==> src/rtl/issue_scoreboard.sv <==
// In-order multi-issue scoreboard: per-register pending/owner table,
// per-unit busy state, hazard-checked grants and a slot-0 stall counter.
module issue_scoreboard #(
    parameter int ISSUE_W = 2,
    parameter int NUM_FU  = 3,
    parameter int NREG    = 32,
    parameter int AW      = 5,
    parameter int FUW     = 2
) (
    input  logic                      clk,
    input  logic                      rst,
    input  logic [ISSUE_W-1:0]        dec_valid,
    input  logic [ISSUE_W*AW-1:0]     dec_rs1,
    input  logic [ISSUE_W*AW-1:0]     dec_rs2,
    input  logic [ISSUE_W-1:0]        dec_rs1_en,
    input  logic [ISSUE_W-1:0]        dec_rs2_en,
    input  logic [ISSUE_W*AW-1:0]     dec_rd,
    input  logic [ISSUE_W-1:0]        dec_rd_en,
    input  logic [ISSUE_W*NUM_FU-1:0] dec_fu_mask,
    input  logic [ISSUE_W-1:0]        dec_serial,
    input  logic                      flush,
    input  logic [NUM_FU-1:0]         fu_done,
    output logic [ISSUE_W-1:0]        issue_grant,
    output logic [ISSUE_W*NUM_FU-1:0] issue_fu,
    output logic [NUM_FU-1:0]         fu_busy,
    output logic [NREG-1:0]           pend_vec,
    output logic [31:0]               stall_cnt
);

    localparam int RSZ = 2 ** AW;

    logic [RSZ-1:0]    pend;
    logic [FUW-1:0]    owner [RSZ];
    logic [NUM_FU-1:0] busy;
    logic [31:0]       stall_q;

    logic [ISSUE_W-1:0]        grant;
    logic [ISSUE_W*NUM_FU-1:0] fu_sel;
    logic [FUW-1:0]            fu_idx [ISSUE_W];
    logic [NUM_FU-1:0]         claimed;
    logic [NUM_FU-1:0]         avail;
    logic [NUM_FU-1:0]         pick;
    logic [RSZ-1:0]            grp_wr;
    logic [AW-1:0]             rs1;
    logic [AW-1:0]             rs2;
    logic [AW-1:0]             rd;
    logic [FUW-1:0]            idx;
    logic                      chain;
    logic                      ok;
    logic                      idle;

    assign idle = (busy == '0) && (pend == '0);

    // Slots are walked oldest first; chain drops once a slot fails
    // or a serialising slot issues, so younger slots stay in order.
    always_comb begin
        grant   = '0;
        fu_sel  = '0;
        claimed = '0;
        grp_wr  = '0;
        chain   = 1'b1;
        avail   = '0;
        pick    = '0;
        rs1     = '0;
        rs2     = '0;
        rd      = '0;
        idx     = '0;
        ok      = 1'b0;
        for (int i = 0; i < ISSUE_W; i++) fu_idx[i] = '0;
        for (int i = 0; i < ISSUE_W; i++) begin
            rs1   = dec_rs1[i*AW +: AW];
            rs2   = dec_rs2[i*AW +: AW];
            rd    = dec_rd[i*AW +: AW];
            avail = dec_fu_mask[i*NUM_FU +: NUM_FU] & ~busy & ~claimed;
            pick  = '0;
            idx   = '0;
            for (int u = NUM_FU - 1; u >= 0; u--) begin
                if (avail[u]) begin
                    pick    = '0;
                    pick[u] = 1'b1;
                    idx     = FUW'(u);
                end
            end
            ok = chain && dec_valid[i] && !flush && (avail != '0);
            if (dec_rs1_en[i] && rs1 != '0 && (pend[rs1] || grp_wr[rs1]))
                ok = 1'b0;
            if (dec_rs2_en[i] && rs2 != '0 && (pend[rs2] || grp_wr[rs2]))
                ok = 1'b0;
            if (dec_rd_en[i] && rd != '0 && (pend[rd] || grp_wr[rd]))
                ok = 1'b0;
            if (dec_serial[i] && (i != 0 || !idle))
                ok = 1'b0;
            if (ok) begin
                grant[i]                    = 1'b1;
                fu_sel[i*NUM_FU +: NUM_FU]  = pick;
                fu_idx[i]                   = idx;
                claimed                     = claimed | pick;
                if (dec_rd_en[i] && rd != '0) grp_wr[rd] = 1'b1;
            end
            chain = ok && !dec_serial[i];
        end
    end

    // Done clears run before grant sets; they never touch the same
    // register or unit because a grant needs both to be free.
    always_ff @(posedge clk) begin
        if (rst) begin
            pend    <= '0;
            busy    <= '0;
            stall_q <= '0;
            for (int r = 0; r < RSZ; r++) owner[r] <= '0;
        end else begin
            for (int u = 0; u < NUM_FU; u++) begin
                if (fu_done[u] && busy[u]) begin
                    busy[u] <= 1'b0;
                    for (int r = 0; r < RSZ; r++) begin
                        if (pend[r] && owner[r] == FUW'(u)) pend[r] <= 1'b0;
                    end
                end
            end
            for (int i = 0; i < ISSUE_W; i++) begin
                if (grant[i]) begin
                    for (int u = 0; u < NUM_FU; u++) begin
                        if (fu_sel[i*NUM_FU + u]) busy[u] <= 1'b1;
                    end
                    if (dec_rd_en[i] && dec_rd[i*AW +: AW] != '0) begin
                        pend[dec_rd[i*AW +: AW]]  <= 1'b1;
                        owner[dec_rd[i*AW +: AW]] <= fu_idx[i];
                    end
                end
            end
            if (dec_valid[0] && !grant[0]) stall_q <= stall_q + 32'd1;
        end
    end

    assign issue_grant = grant;
    assign issue_fu    = fu_sel;
    assign fu_busy     = busy;
    assign pend_vec    = pend[NREG-1:0];
    assign stall_cnt   = stall_q;

endmodule
==> config.mk <==
export PLATFORM = sky130hd
export DESIGN_NAME = issue_scoreboard
export DESIGN_NICKNAME = d
export VERILOG_FILES = /design/src/rtl/issue_scoreboard.sv
export SDC_FILE = /design/constraint.sdc
export NUM_CORES = 1
export LEC_CHECK = 0
export ABC_AREA = 1
export CORE_MARGIN = 3
export CORE_UTILIZATION = 35
export DETAILED_ROUTE_END_ITERATION = 10
export REMOVE_ABC_BUFFERS = 1
export SETUP_SLACK_MARGIN = 0.3
export SYNTH_ARGS = -nofsm -noshare
export SYNTH_HDL_FRONTEND = slang
export SYNTH_SLANG_ARGS = --single-unit
==> constraint.sdc <==
create_clock -name clk -period 3.8 [get_ports clk]
set_input_delay 0.76 -clock clk [delete_from_list [all_inputs] [get_ports clk]]
set_output_delay 0.76 -clock clk [all_outputs]
set_load 0.02 [all_outputs]
Yosys cells after proc, flatten, opt, wreduce, memory -nomap -nowiden. Memory sizes are Yosys's and may differ from the RTL's. Cells that the tools add are included.

Register bits after elaboration: 67. Memory bits (writable): 64. Memory bits (read-only): 96. Input port bits: 52. Output and inout port bits: 75. Logic and storage cells: 448. Memories: 4.

Add/subtract/negate cells: 1. $lt $le $gt $ge: 8. Eq/ne operators: 64. Multiplexer cells: 185. Bitwise operators: 7. Reduce and logical (&&, ||, !) cells: 176.

Memory list: owner (words 32, bits a word 2, rd ports 32, clocked after memory_dff 0, write ports 32, line 33) `logic [FUW-1:0] owner [RSZ];`; (no name shown) (words 32, bits a word 1, rd ports 1, clocked after memory_dff 0, write ports 0, line 89) `if (dec_rd_en[i] && rd != '0 && (pend[rd] || grp_wr[rd]))`; (no name shown) (words 32, bits a word 1, rd ports 1, clocked after memory_dff 0, write ports 0, line 87) `if (dec_rs2_en[i] && rs2 != '0 && (pend[rs2] || grp_wr[rs2]))`; (no name shown) (words 32, bits a word 1, rd ports 1, clocked after memory_dff 0, write ports 0, line 85) `if (dec_rs1_en[i] && rs1 != '0 && (pend[rs1] || grp_wr[rs1]))`.

Operator list (number): $mux W32 (11); $mux W1 (141); $logic_and A1 B1 Y1 (122); $eq A2 B1 Y1 const B (32); $eq A2 B2 Y1 const B (32); $logic_not A2 Y1 (32); $or A32 B32 Y32 (2); $bmux W1 S5 (9); $lt A5 B6 Y1 const B (6); $add A32 B1 Y32 const B (1); $logic_not A32 Y1 (1); $mux W3 (10); $reduce_bool A5 Y1 (6); $mux W2 (10); $demux W1 S5 (2); $ge A5 B1 Y1 const B (2); $mux W5 (2); $and A3 B3 Y3 (3); $logic_or A1 B1 Y1 (6); $not A3 Y3 (2); $reduce_bool A3 Y1 (2); $logic_not A1 Y1 (4); $reduce_or A2 Y1 (2); $logic_not A3 Y1 (1).

Depth between registers and ports, before layout.
Depth after elaboration: 23. Mapped depth: 29. Mapped depth without buffers: 26.

Worst setup path after synthesis. Ideal clock, no wire load.

Path kind: in2out. From: input port dec_rs1[0]. To: output port issue_fu[5]. Data arrival time: 3265 ps. Required time: 3040 ps. Setup slack: -225 ps. Stages: 19. Path through: buf_4 -> buf_4 -> a21oi_1 -> o21ai_0 -> nand3_1 -> nand2_1 -> nand2_1 -> nand2_1 -> nor2_2 -> nor2_8 -> nor2_8 -> nand2_4 -> nor2_1 -> inv_1 -> nand3_1 -> nand2_1 -> or2_2 -> nor2_2 -> buf_2.

Longest elaborated chain between the ends: 18. Elaborated cells between the ends (all ways): 41. Those cells by class: mux (23); bitwise (2); reduce/logical (15); memory (1).

RTL lines: from (decl) (line 13) `input logic [ISSUE_W*AW-1:0] dec_rs1,`; $mem_v2 Z32 W1 or $bmux W1 S5 (tied branches); $mux W1 (not written as such) (line 85); $logic_or A1 B1 Y1 (line 85); $logic_and A1 B1 Y1 * (line 85); $mux W1 * (line 85); $mux W1 * (line 87); $mux W1 * (line 89); $mux W1 * (line 91) `if (dec_serial[i] && (i != 0 || !idle))`; [... 1 more ...]; via issue_fu[0] (line 24) `output logic [ISSUE_W*NUM_FU-1:0] issue_fu,`; [... 1 more ...]; $and A3 B3 Y3 * (line 74) `avail = dec_fu_mask[i*NUM_FU +: NUM_FU] & ~busy & ~claimed;`; $reduce_bool A3 Y1 (line 84) `ok = chain && dec_valid[i] && !flush && (avail != '0);`; $logic_and A1 B1 Y1 (line 84); $mux W1 (line 85); $mux W1 (line 87); $mux W1 (line 89); $mux W1 (line 91); $mux W3 * (line 93) `if (ok) begin`; to (decl) (line 24).

Mark *: on every way through the listed nets, which the timed path passes. The rest lies on a longest branch. The select of a mux whose other input is x is not followed.

Worst setup path after layout.
From: input port dec_fu_mask[0]. To: output port issue_grant[1].

Longest elaborated chain between the ends: 17. Elaborated cells between the ends (all ways): 34. Those cells by class: mux (18); bitwise (3); reduce/logical (13).

RTL lines: from (decl) (line 19) `input logic [ISSUE_W*NUM_FU-1:0] dec_fu_mask,`; $and A3 B3 Y3 * (line 74); $reduce_bool A3 Y1 (line 84); $logic_and A1 B1 Y1 (line 84); $mux W1 (line 85); $mux W1 (line 87); $mux W1 (line 89); $mux W1 (line 91); $mux W32 or $mux W3 (tied branches) (line 93); $bmux W1 S5 or $not A3 Y3 (tied branches) (line 85, 74); $mux W1 (not written as such) or $and A3 B3 Y3 (tied branches) (line 85, 74); $logic_or A1 B1 Y1 or $reduce_bool A3 Y1 (tied branches) (line 85, 84); $logic_and A1 B1 Y1 (on tied branches) (line 85, 84); $mux W1 (line 85); $mux W1 (line 87); $mux W1 * (line 89); $mux W1 * (line 91); $mux W1 * (line 93); to (decl) (line 23) `output logic [ISSUE_W-1:0] issue_grant,`.

Mark *: on every way between the ends. The rest lies on a longest branch, timed or not. The select of a mux whose other input is x is not followed.

==> results.cfg <==
[status]
status = finished, violations left
violations = negative setup slack

[power_and_ir_drop]
ir_drop_mv = 0.315
total_power_mw = 4.03
leakage_nw = 8.01
pwr_density_cell_mw_per_mm2 = 223

[layout]
instances_no_fill = 2680
syn_to_final_growth_pct = 64.6
final_common_cell = nand2_1
final_cell_mix = 410 x nand2_1, 379 x buf_4, 203 x nand3_1, 164 x inv_1, 131 x nor2_1
utilization_pct = 58.7
final_net_count = 2322
drive_above_1_share_pct = 33.0

[synth]
synth_cells = 1768
synth_seq_cells = 131
synth_compound_area_share_pct = 13.9
synth_top_family_by_area = simple AND/OR/NAND/NOR gates
seq_area_frac_synth_pct = 29.8
synth_fa_ha_area_share_pct = 0.114
synth_xor_area_share_pct = 0
async_flop_share_pct = 0
synth_mux_area_share_pct = 0
synth_ff_type = dfxtp_1
syn_area_mm2 = 0.0110
ys_warn_count = 0
avgSynthCellArea_um2 = 6.20
synth_cell_type_count = 58
synthSimpleGateAreaFrac_pct = 44.9
synth-edff-count = 64

[clocking]
cts_hold_buf = 0
cts_htree_levels = 4
root_buffer = clkbuf_16
cts_inserted_buffers = 17
cts_sinks = 131
cts_tree = yes
cts_buffer_depth = 2
clk_pin_slew_ns = 0.06
clkLatencyLatePin_ns = 0.43

[place]
dp_cells = 2554
dp_hpwl_mm = 39.8
gp_congestion = 1.02
numPortBuffers = 126
dpl_worst_slack_ns = -1.63

[worst_setup_path]
end_kind = output pin
critical_path_required_ns = 3.04
critPathBufInv = 5
path_cells = clkdlybuf4s15_1, nand2_2, nand2_2, a21oi_1, or3b_1, inv_2, nand3_4, buf_6, nor2_4, nand4_1, nand2_1, nand3_1, a21oi_2, nor2_2, nand3_2, buf_4, nand2_1, nand3_4, nor2_4, buf_6
slowest_delay_ns = 0.39
reg2reg_setup_slack_ns = -0.30
path_max_fanout = 7
worstPathArrival_ns = 3.53
worstSetupPathType = input pin to output pin
worstSetupStartpointType = input pin
crit_slowest_cell = or3b_1
worst_path_dominant_cell_family = simple AND/OR/NAND/NOR gates

[detailed_routing]
postRouteAntennaNets = 0
routed_wirelength_mm = 56.7
vias_per_cell = 5.67
route.met3.wl_mm = 4.75
wl_per_cell_um = 21.1
drc = 0
vias = 15200
routed.top_layer = met4
drt_pass1_iterations = 6
drt_iter0_markers = 1584
met2WireLength_mm = 25.9
wl_met1_mm = 22.6

[global_route]
antenna_found_initial = 0
grt_pass1_vias = 14500
overflow = 0
grt_usage_pct = 32.4
grt_pass1_wl_mm = 83.8
grt_max_degree = 52

[timing]
fin_crit_ns = 4.29
tightest_slew_ns = 0.768
drv_slew = 0
timing.final.crit_share_pct = 113
fmax_mhz = 233
slew_headroom_pct = 48.7
final-setup-viol-count = 125
skew_ns = 0.0103
fin_ws_ns = -0.487
hold_viol_final = 0
rsz0062_at_grt = yes

[floorplanning]
die_y_um = 183
start_util_pct = 35.6
coreArea_mm2 = 0.0307
die_w_um = 183
dieArea_mm2 = 0.0335
num_rows = 64
ios = 127

[min_path]
hp-class = flop to flop

[flow_run]
maxCapViolCount = 0
## Yosys cell counts (10+ instances only)
library cell	n	area (um2)
nand3_1	277	1390
a21oi_1	87	435
o21ai_0	95	475
clkbuf_1	53	199
dfxtp_1	67	1340
nand3_2	12	120
nand2_1	456	1710
nand3b_1	12	90.1
nand4_1	66	413
nor3_1	62	310
edfxtp_1	64	1920
nor2_1	146	548
o22ai_1	18	113
buf_2	31	155
o221ai_1	10	87.6
inv_1	186	698
## power breakdown
part / leakage [nW] / switching [mW] / internal, mW / total, mW
combinational: 6.52 / 0.506 / 0.383 / 0.889
clock: 0.272 / 0.665 / 0.958 / 1.62
sequential: 1.22 / 0.0171 / 1.50 / 1.52
total: 8.01 / 1.19 / 2.84 / 4.03
## metrics by stage
| step | hold WS, ns | cell area, um2 | setup TNS [ns] |
|---|---|---|---|
| floorplan | 0.536 | 10500 | -238.89 |
| global placement | 0.447 | 15100 | -133.46 |
| detailed placement | 0.457 | 15100 | -147.68 |
| CTS | 0.471 | 17200 | -1.79 |
| global route | 0.490 | 18000 | -52.37 |
| finish | 0.473 | 18000 | -33.46 |
## timing repair
action                     in CTS  in global routing
cloned                         16                  4
pin swaps                      96                 74
setup endpoints to repair     179                173
buffers inserted               53                 19
gates resized for setup       340                152
## worst reg2reg max path: cells and delay by family, from the launching register on
family	cells	cell delay (ns)
AO/OA/AOI/OAI	3	0.31
buffers and inverters	11	1.44
flip-flops	1	0.31
AND/OR/NAND/NOR	14	1.81
## state kept, by name, indices dropped and copies added, names as in the netlist
name and cells:
owner 64, pend_vec 32, stall_cnt 32, fu_busy 3
## layer usage
layer / global-route usage, % / vias up
li1: - / 7028
met1: 41.4 / 7065
met2: 52.9 / 892
met3: 4.92 / 214
met4: 17.4 / 0
met5: 0 / -
## area by class of cell
cell class	instances	area, um2
fill	2840	12700
clock inverter	8	77.6
timing repair inverter	1	7.51
timing repair buffer	577	5290
multi-input combinational	1339	7600
tap	396	495
antenna	2	5.00
clock buffer	24	483
sequential	131	3300
inverter	202	788
## logic make-up after synthesis
kind of cell / after synthesis
AND/OR/NAND/NOR: 1073
buffers and inverters: 301
AO/OA/AOI/OAI: 261
flip-flops: 131
adder cells (fa/ha/maj): 1
other: 1
## path summary, 6_finish.rpt
kind	from	to	depth (start not counted)
worst max-delay path	dec_fu_mask[0]	issue_grant[1]	20
worst min-delay path	stall_cnt[31]	stall_cnt[31]	2
worst max register to register	fu_busy[0]	owner[17][1]	28
worst min register to register	stall_cnt[31]	stall_cnt[31]	2
No activity file was read; power rests on OpenSTA's default activity.
